### src/rtl/ledge_pkg.sv
// Shared types and screen constants for the moving-ledge logic.
package ledge_pkg;

  typedef enum logic [1:0] {
    MOVE_R,
    PAUSE_R,
    MOVE_L,
    PAUSE_L
  } ledge_state_t;

  localparam logic [9:0] LEDGE_HALF_W = 10'd67;
  localparam logic [9:0] LEDGE_HALF_H = 10'd12;
  localparam logic [9:0] SCREEN_W     = 10'd640;
  localparam logic [9:0] SCREEN_H     = 10'd480;

  // Triangle bob profile: 0,1,2,3,4,3,2,1 over the 8 phases.
  function automatic logic [9:0] bob_offset(input logic [2:0] phase);
    logic [3:0] off;
    off = phase[2] ? (4'd8 - {1'b0, phase}) : {1'b0, phase};
    return {6'd0, off};
  endfunction

endpackage

### src/rtl/frame_tick_gen.sv
// Rising-edge detector turning a Clk-synchronous frame_clk into a one-Clk tick.
module frame_tick_gen (
  input  logic Clk,
  input  logic Reset,
  input  logic frame_clk,
  output logic tick
);

  logic frame_q;

  always_ff @(posedge Clk or posedge Reset) begin
    if (Reset) frame_q <= 1'b0;
    else       frame_q <= frame_clk;
  end

  assign tick = frame_clk & ~frame_q;

endmodule

### src/rtl/ledge_mover.sv
// Moving platform: shuttles ledgeX between X_MIN and X_MAX once per frame tick, dwelling at ends.
// Optional vertical bob enabled by defining LEDGE_BOB_EN.
module ledge_mover
  import ledge_pkg::*;
#(
  parameter logic [9:0] X_MIN        = 10'd134,
  parameter logic [9:0] X_MAX        = 10'd506,
  parameter logic [9:0] X_START      = 10'd320,
  parameter logic [9:0] Y_HOME       = 10'd300,
  parameter logic [9:0] STEP         = 10'd2,
  parameter logic [7:0] PAUSE_FRAMES = 8'd60
) (
  input  logic       Clk,
  input  logic       Reset,
  input  logic       frame_clk,
  input  logic       enable,
  output logic [9:0] ledgeX,
  output logic [9:0] ledgeY,
  output logic [9:0] ledge_dx,
  output logic       moving_right
);

  ledge_state_t state;
  logic [7:0]   pause_cnt;
  logic         tick;
  logic         hit_right;
  logic         hit_left;
  logic         move_tick;

  frame_tick_gen u_tick (
    .Clk       (Clk),
    .Reset     (Reset),
    .frame_clk (frame_clk),
    .tick      (tick)
  );

  // 11-bit compares so neither the sum nor the left bound can wrap.
  assign hit_right = ({1'b0, ledgeX} + {1'b0, STEP}) >= {1'b0, X_MAX};
  assign hit_left  = {1'b0, ledgeX} <= ({1'b0, X_MIN} + {1'b0, STEP});
  assign move_tick = tick & enable & ((state == MOVE_R) | (state == MOVE_L));

  always_ff @(posedge Clk or posedge Reset) begin
    if (Reset) begin
      state        <= MOVE_R;
      ledgeX       <= X_START;
      ledge_dx     <= '0;
      moving_right <= 1'b1;
      pause_cnt    <= '0;
    end else if (tick) begin
      ledge_dx <= '0;
      if (enable) begin
        unique case (state)
          MOVE_R: begin
            if (hit_right) begin
              ledgeX    <= X_MAX;
              ledge_dx  <= X_MAX - ledgeX;
              pause_cnt <= '0;
              if (PAUSE_FRAMES == 8'd0) begin
                state        <= MOVE_L;
                moving_right <= 1'b0;
              end else begin
                state <= PAUSE_R;
              end
            end else begin
              ledgeX   <= ledgeX + STEP;
              ledge_dx <= STEP;
            end
          end
          PAUSE_R: begin
            if (pause_cnt == PAUSE_FRAMES - 8'd1) begin
              state        <= MOVE_L;
              moving_right <= 1'b0;
            end else begin
              pause_cnt <= pause_cnt + 8'd1;
            end
          end
          MOVE_L: begin
            if (hit_left) begin
              ledgeX    <= X_MIN;
              ledge_dx  <= X_MIN - ledgeX;
              pause_cnt <= '0;
              if (PAUSE_FRAMES == 8'd0) begin
                state        <= MOVE_R;
                moving_right <= 1'b1;
              end else begin
                state <= PAUSE_L;
              end
            end else begin
              ledgeX   <= ledgeX - STEP;
              ledge_dx <= 10'd0 - STEP;
            end
          end
          PAUSE_L: begin
            if (pause_cnt == PAUSE_FRAMES - 8'd1) begin
              state        <= MOVE_R;
              moving_right <= 1'b1;
            end else begin
              pause_cnt <= pause_cnt + 8'd1;
            end
          end
          default: state <= MOVE_R;
        endcase
      end
    end
  end

`ifdef LEDGE_BOB_EN
  logic [2:0] bob_phase;

  always_ff @(posedge Clk or posedge Reset) begin
    if (Reset) begin
      bob_phase <= '0;
      ledgeY    <= Y_HOME;
    end else if (move_tick) begin
      bob_phase <= bob_phase + 3'd1;
      ledgeY    <= Y_HOME + bob_offset(bob_phase + 3'd1);
    end
  end
`else
  logic unused_move_tick;
  assign unused_move_tick = move_tick;
  assign ledgeY = Y_HOME;
`endif

endmodule

### config.mk
export PLATFORM = sky130hd
export DESIGN_NAME = ledge_mover
export DESIGN_NICKNAME = d
export VERILOG_FILES = /design/src/rtl/ledge_pkg.sv /design/src/rtl/frame_tick_gen.sv /design/src/rtl/ledge_mover.sv
export SDC_FILE = /design/constraint.sdc
export NUM_CORES = 1
export LEC_CHECK = 0
export CORE_MARGIN = 2
export CORE_UTILIZATION = 55
export DETAILED_ROUTE_END_ITERATION = 6
export HOLD_SLACK_MARGIN = 0.02
export PLACE_DENSITY = 0.88
export SYNTH_ARGS = -nofsm -noshare
export SYNTH_HDL_FRONTEND = slang
export SYNTH_SLANG_ARGS = --single-unit
export TNS_END_PERCENT = 100
### constraint.sdc
create_clock -name Clk -period 3 [get_ports Clk]
set_input_delay 0.9 -clock Clk [delete_from_list [all_inputs] [get_ports Clk]]
set_output_delay 0.9 -clock Clk [all_outputs]
set_load 0.02 [all_outputs]
* After elaboration in Yosys (flattened, before gate mapping)
Index checks and enable logic that the tools add are counted.
** Storage, ports and cells
- Flip-flop bits (word level) :: 32
- Input port bits :: 4
- Output and inout bits :: 31
- Word-level logic and storage cells :: 52
** Cells by class
- $add $sub $neg :: 6
- Order comparisons :: 2
- Eq/ne operators :: 9
- Multiplexer cells :: 19
- Bitwise logic cells :: 2
- Reductions and logical operators :: 8
** Operator list (number)
- 2-to-1 mux 10 bit :: 5
- one-hot mux 10 bit (2 select lines) :: 2
- 2-to-1 mux 8 bit :: 3
- one-hot mux 8 bit (3 select lines) :: 1
- adder 10 x 2 -> 11 bit, second input constant :: 1
- greater-or-equal comparator 11 x 9 -> 1 bit, second input constant :: 1
- adder 10 x 2 -> 10 bit, second input constant :: 1
- <= comparator 10 x 8 -> 1 bit, second input constant :: 1
- inequality test 2 bit, second input constant :: 5
- AND reduction 5 bit :: 2
- subtractor 10 x 2 -> 10 bit, second input constant :: 1
- subtractor 8 x 10 -> 10 bit, first input constant :: 1
- subtractor 9 x 10 -> 10 bit, first input constant :: 1
- adder 8 x 1 -> 8 bit, second input constant :: 1
- == test 8 x 6 -> 1 bit, second input constant :: 1
- 2-to-1 mux 2 bit :: 4
- one-hot mux 2 bit (4 select lines) :: 1
- AND reduction 6 bit :: 1
- == test 2 bit, second input constant :: 2
- nonzero test 2 bit :: 2
- AND reduction 3 bit :: 1
- == test 2 x 1 -> 1 bit, second input constant :: 1
- zero test 2 bit :: 1
- 2-to-1 mux 1 bit :: 2
- other kinds (4) :: 4

* Logic depth before layout (Yosys ltp)
- Depth after elaboration :: 5
- Mapped depth :: 10
- Mapped depth without buffers :: 8

* By module
From an unflattened synthesis, not the netlist that was laid out.
** Second synthesis, totals
- Cells, all modules :: 288
- Area, all modules :: 2377.3 um^2
** By module, submodules not included
- ledge_mover :: times used 1, cells an instance 285, area each 2334.7 um^2, sequential area each 754.5 um^2
- frame_tick_gen :: times used 1, cells an instance 3, area each 42.5 um^2, sequential area each 25.0 um^2

* Worst setup path before layout
OpenSTA, ideal clock, no wires.
- Kind :: flip-flop to flip-flop
- Start point :: register ledgeX[1]
- End point :: register state[1]
- Setup time :: 0.125 ns
- Data arrival time :: 2.734 ns
- Data required time :: 2.875 ns
- Slack :: 0.141 ns
- Stages on the path, launching flop included :: 11
- Buffers on the path :: 2
- Clock period less this slack :: 2.859 ns
- Path through :: dfrtp_1 > buf_2 > inv_1 > ha_1 > nand2b_1 > o41ai_1 > o211ai_1 > o211a_1 > buf_2 > or3_4 > mux2_4
** On the way
- Word-level cells in the longest chain between the ends :: 4
- Elaborated cells between the ends (all ways) :: 6
- Classes of those cells :: add/sub: 1; order compare: 2; eq/ne: 2; reduce/logical: 1
** RTL lines
- start, declared :: line ledge_mover.sv:17 : output logic [9:0] ledgeX,
- start signal, assigned :: line ledge_mover.sv:65 : ledgeX <= ledgeX + STEP;
- start signal, assigned :: line ledge_mover.sv:89 : ledgeX <= ledgeX - STEP;
- adder 10 x 2 -> 11 bit :: line ledge_mover.sv:38 : assign hit_right = ({1'b0, ledgeX} + {1'b0, STEP}) >= {1'b0, X_MAX};
- greater-or-equal comparator 11 x 9 -> 1 bit :: line ledge_mover.sv:38
- inequality test 2 bit (no line)
- AND reduction 6 bit (no line) (*)
- end signal, assigned :: line ledge_mover.sv:44 : state <= MOVE_R;
- end signal, assigned :: line ledge_mover.sv:59 : state <= MOVE_L;
- end signal, assigned :: line ledge_mover.sv:62 : state <= PAUSE_R;
- end, declared :: line ledge_mover.sv:23 : ledge_state_t state;
Mark *: on every way between the ends. The rest lies on a longest branch, timed or not.
A chain may end at the register's enable or synchronous reset.

* Worst setup path in the final report
Ends and elaborated chain as after synthesis.

==> impl_summary.log <==
[metrics] Num CTS Buffers: 5
[metrics] first-pass iteration count of the detailed router: 5
[metrics] fraction of final layout cells sized beyond drive strength 1: 0.108
[metrics] effective utilization at floorplan: 0.582
[metrics] area after detailed placement: 2600 um^2
[metrics] Hold Path Origin: pause_cnt[5]
[metrics] Max Transition Viols Final: 0
[metrics] main flop type after synthesis: sky130_fd_sc_hd__dfrtp_1
[metrics] Period Utilization, post-route: 0.915
[metrics] number of warnings issued by yosys: 0
[metrics] GRT overflow: 0
[metrics] area of all sequential standard cells: 779 um^2
[metrics] area fraction of the dominant cell type after synthesis: 0.296
[metrics] die area: 4840 um^2
[metrics] arrival time of data at the critical path endpoint: 2.92 ns
[metrics] GR Util All Layers: 0.258
[metrics] number of placement rows: 23
[metrics] estimated wirelength of the detail-placed design: 4100 um
[metrics] placeable core region: 4060 um^2
[metrics] pin count of the biggest net entering global routing: 31
[metrics] cell count of the worst reg-to-reg path: 8
[metrics] total routed wirelength: 6060 um
[metrics] launch instance of the worst register-to-register path: ledgeX[1]
[metrics] worst vdd rail ir drop: 0.000214 V
[metrics] status: complete, no violations
[metrics] leakage power of the design: 1.10 nW
[metrics] Final Wtd Congestion: 0.981
[metrics] kind of capture point of the worst setup path: flip-flop
[metrics] Iter 0 DRT Violations: 276
[metrics] Worst setup SP type: flip-flop
[metrics] commonest non-fill, non-tap cells in the layout: sky130_fd_sc_hd__dfrtp_1, sky130_fd_sc_hd__o21ai_0, sky130_fd_sc_hd__clkdlybuf4s50_1
[metrics] Max Fanout on Critical Path: 12
[metrics] power density normalized to cell area: 381 nW/um^2
[metrics] count of maximum capacitance violations: 0
[metrics] number of instances on the worst hold path: 1
[metrics] Via density: 6.60
[metrics] clock tree from TritonCTS: done
[metrics] Req. time, crit path: 3.17 ns
[metrics] number of ports placed on the die boundary: 35
[metrics] via total after detailed routing: 2350
[metrics] Hold-fix buffers, CTS: 0
[metrics] Yosys reg bits: 31
[metrics] post-route minimum period: 2.74 ns
[metrics] nets: 317
[metrics] area of the mapped netlist: 2360 um^2
[metrics] register-to-register setup slack: 0.26 ns
[metrics] Avg WL per Cell: 17.0 um
[metrics] RSZ-0062 raised after global routing: false
[metrics] post-synthesis average cell area: 8.21 um^2
[metrics] setup total negative slack: 0 ns
[metrics] later-pin clock latency in the skew report: 0.29 ns
[metrics] proportion of register bits with asynchronous set or reset after synthesis: 1.00
[metrics] clock skew: 0.00408 ns
[metrics] achievable clock frequency: 0.364 GHz
[metrics] most frequent standard cell in the layout excluding fill and tap cells: sky130_fd_sc_hd__dfrtp_1
[metrics] Cell Int Power: 0.000766 W
[metrics] root buffer cell: sky130_fd_sc_hd__clkbuf_8
[metrics] net switching fraction of the power: 0.260
[metrics] Switch Pwr: 0.000270 W
[metrics] count of nets left with antenna violations after detail routing: 0
[metrics] CTS Buffer Depth: 2
[metrics] critical path startpoint: ledgeX[1]
[metrics] cell type with the largest total area after synthesis: sky130_fd_sc_hd__dfrtp_1
[metrics] Reg clk slew, reported paths: 0.07 ns
[metrics] category of the most critical setup path: reg2reg
[metrics] final-report hold violation count: 0
[metrics] clock sink count: 31
[metrics] total of buffers placed on input and output ports: 23
[metrics] total inserted antenna cells: 0
[metrics] part of the Yosys area used for sequential elements: 0.330
[metrics] area of the multi-input gates: 1390 um^2
[metrics] final count of negative-setup-slack endpoints: 0
[metrics] relative slew slack: 0.516
[metrics] part of the power in combinational logic: 0.120
[metrics] vias in the first global route: 2119
[metrics] synth unique cells: 54
[metrics] power share of the clock group: 0.419
[metrics] synth top area cells: sky130_fd_sc_hd__dfrtp_1, sky130_fd_sc_hd__o21ai_0, sky130_fd_sc_hd__buf_4
[metrics] class of the tightest hold or removal check: reg2reg
[metrics] Chip Width: 69.6 um
[metrics] portion of total power attributed to sequential cells: 0.461
[metrics] post-synthesis instance total: 288
[metrics] final design area excluding fillers: 2720 um^2
[metrics] number of antenna violations at the first check in global routing: 0
[metrics] Hold Worst Slack: 0.488 ns
[metrics] Die Ht: 69.6 um
[metrics] number of synthesized flops with an enable pin: 0
[metrics] Worst Tran Pin Value: 0.726 ns
[metrics] number of fill cells in the layout: 323
[metrics] DRC violations left: 0
[metrics] CTS HTree Levels: 2
[metrics] area added between synthesis and finish: 15.0%
[metrics] number of gates resized after cts: 0
[metrics] setup fix buffers added after clock tree synthesis: 0
[metrics] global-route wire length before repair: 10200 um
[power groups by stage]
| stage | sequential, W | clock, W | combinational (W) |
|---|---|---|---|
| final | 0.000478 | 0.000434 | 0.000125 |
| after global placement | 0.000482 | 0 | 0.000118 |
| after detailed placement | 0.000485 | 0 | 0.000122 |
| after CTS | 0.000477 | 0.000436 | 0.000124 |
| after floorplan | 0.000477 | 0 | 0.000108 |
| after global routing | 0.000483 | 0.000460 | 0.000138 |
[logic make-up after synthesis]
family | count (synthesis) | share of synthesized area
AND/OR/NAND/NOR | 90 | 0.195
buffers and inverters | 45 | 0.0969
AO/OA/AOI/OAI | 100 | 0.284
multiplexers | 3 | 0.0154
other | 2 | 0.00318
adder cells (fa/ha/maj) | 8 | 0.0424
XOR/XNOR | 9 | 0.0333
flip-flops | 31 | 0.330
[registers in the layout (all words and copies together) (netlist names)]
register        flops
state               2
ledgeX              9
u_tick.frame_q      1
moving_right        1
pause_cnt           8
ledge_dx           10
[cell usage after synthesis (all sizes together) (3+ instances only)]
master,number
dfrtp,28
a21oi,18
nor3,7
a21o,4
o31a,3
nand2,19
ha,8
nand2b,6
nand4,3
a31oi,11
inv,9
clkbuf,14
or3,3
xor2,4
o41ai,5
nor2,17
and3,5
o31ai,7
xnor2,5
or2,4
dfstp,3
buf,22
nand3,17
o21ai,27
o211ai,4
a22oi,4
[through the flow]
stage	total power (W)	util	instances	worst slack, ns
5_1_grt	0.00108	0.670	356	0.137
2_1_floorplan	0.000585	-	297	0.141
3_5_place_dp	0.000607	0.641	348	0.309
4_1_cts	0.00104	0.670	356	0.291
6_report	0.00104	0.670	356	0.256
3_3_place_gp	0.000601	0.641	348	0.401
[final timing paths]
path	to
setup / recovery	state[1]
hold / removal	pause_cnt[5]
setup reg to reg	state[1]
hold reg to reg	pause_cnt[5]
max in group asynchronous	moving_right
min in group asynchronous	u_tick.frame_q
[worst max-delay path, cell delays in order (launching register included)]
cell and delay (ns):
sky130_fd_sc_hd__dfrtp_1 0.39, sky130_fd_sc_hd__buf_4 0.19, sky130_fd_sc_hd__ha_1 0.27, sky130_fd_sc_hd__and4_1 0.29
sky130_fd_sc_hd__xnor2_1 0.15, sky130_fd_sc_hd__o22a_1 0.25, sky130_fd_sc_hd__o211a_1 0.35, sky130_fd_sc_hd__or3_4 0.44
sky130_fd_sc_hd__mux2_4 0.30
[per-layer routing]
layer	part of all wire	global-route usage	up-vias
li1	-	-	1069
met1	0.42	0.359	1104
met2	0.45	0.390	153
met3	0.11	0.0712	24
met4	0.022	0.0784	0
met5	0	0	-
[cell type report]
class | instances | share of cell area
multi-input combinational | 221 | 0.511
sequential | 31 | 0.287
timing repair buffer | 37 | 0.123
clock buffer | 6 | 0.0304
tap | 50 | 0.0230
clock inverter | 2 | 0.0129
inverter | 9 | 0.0124
Power figures use the tool's default switching activity.
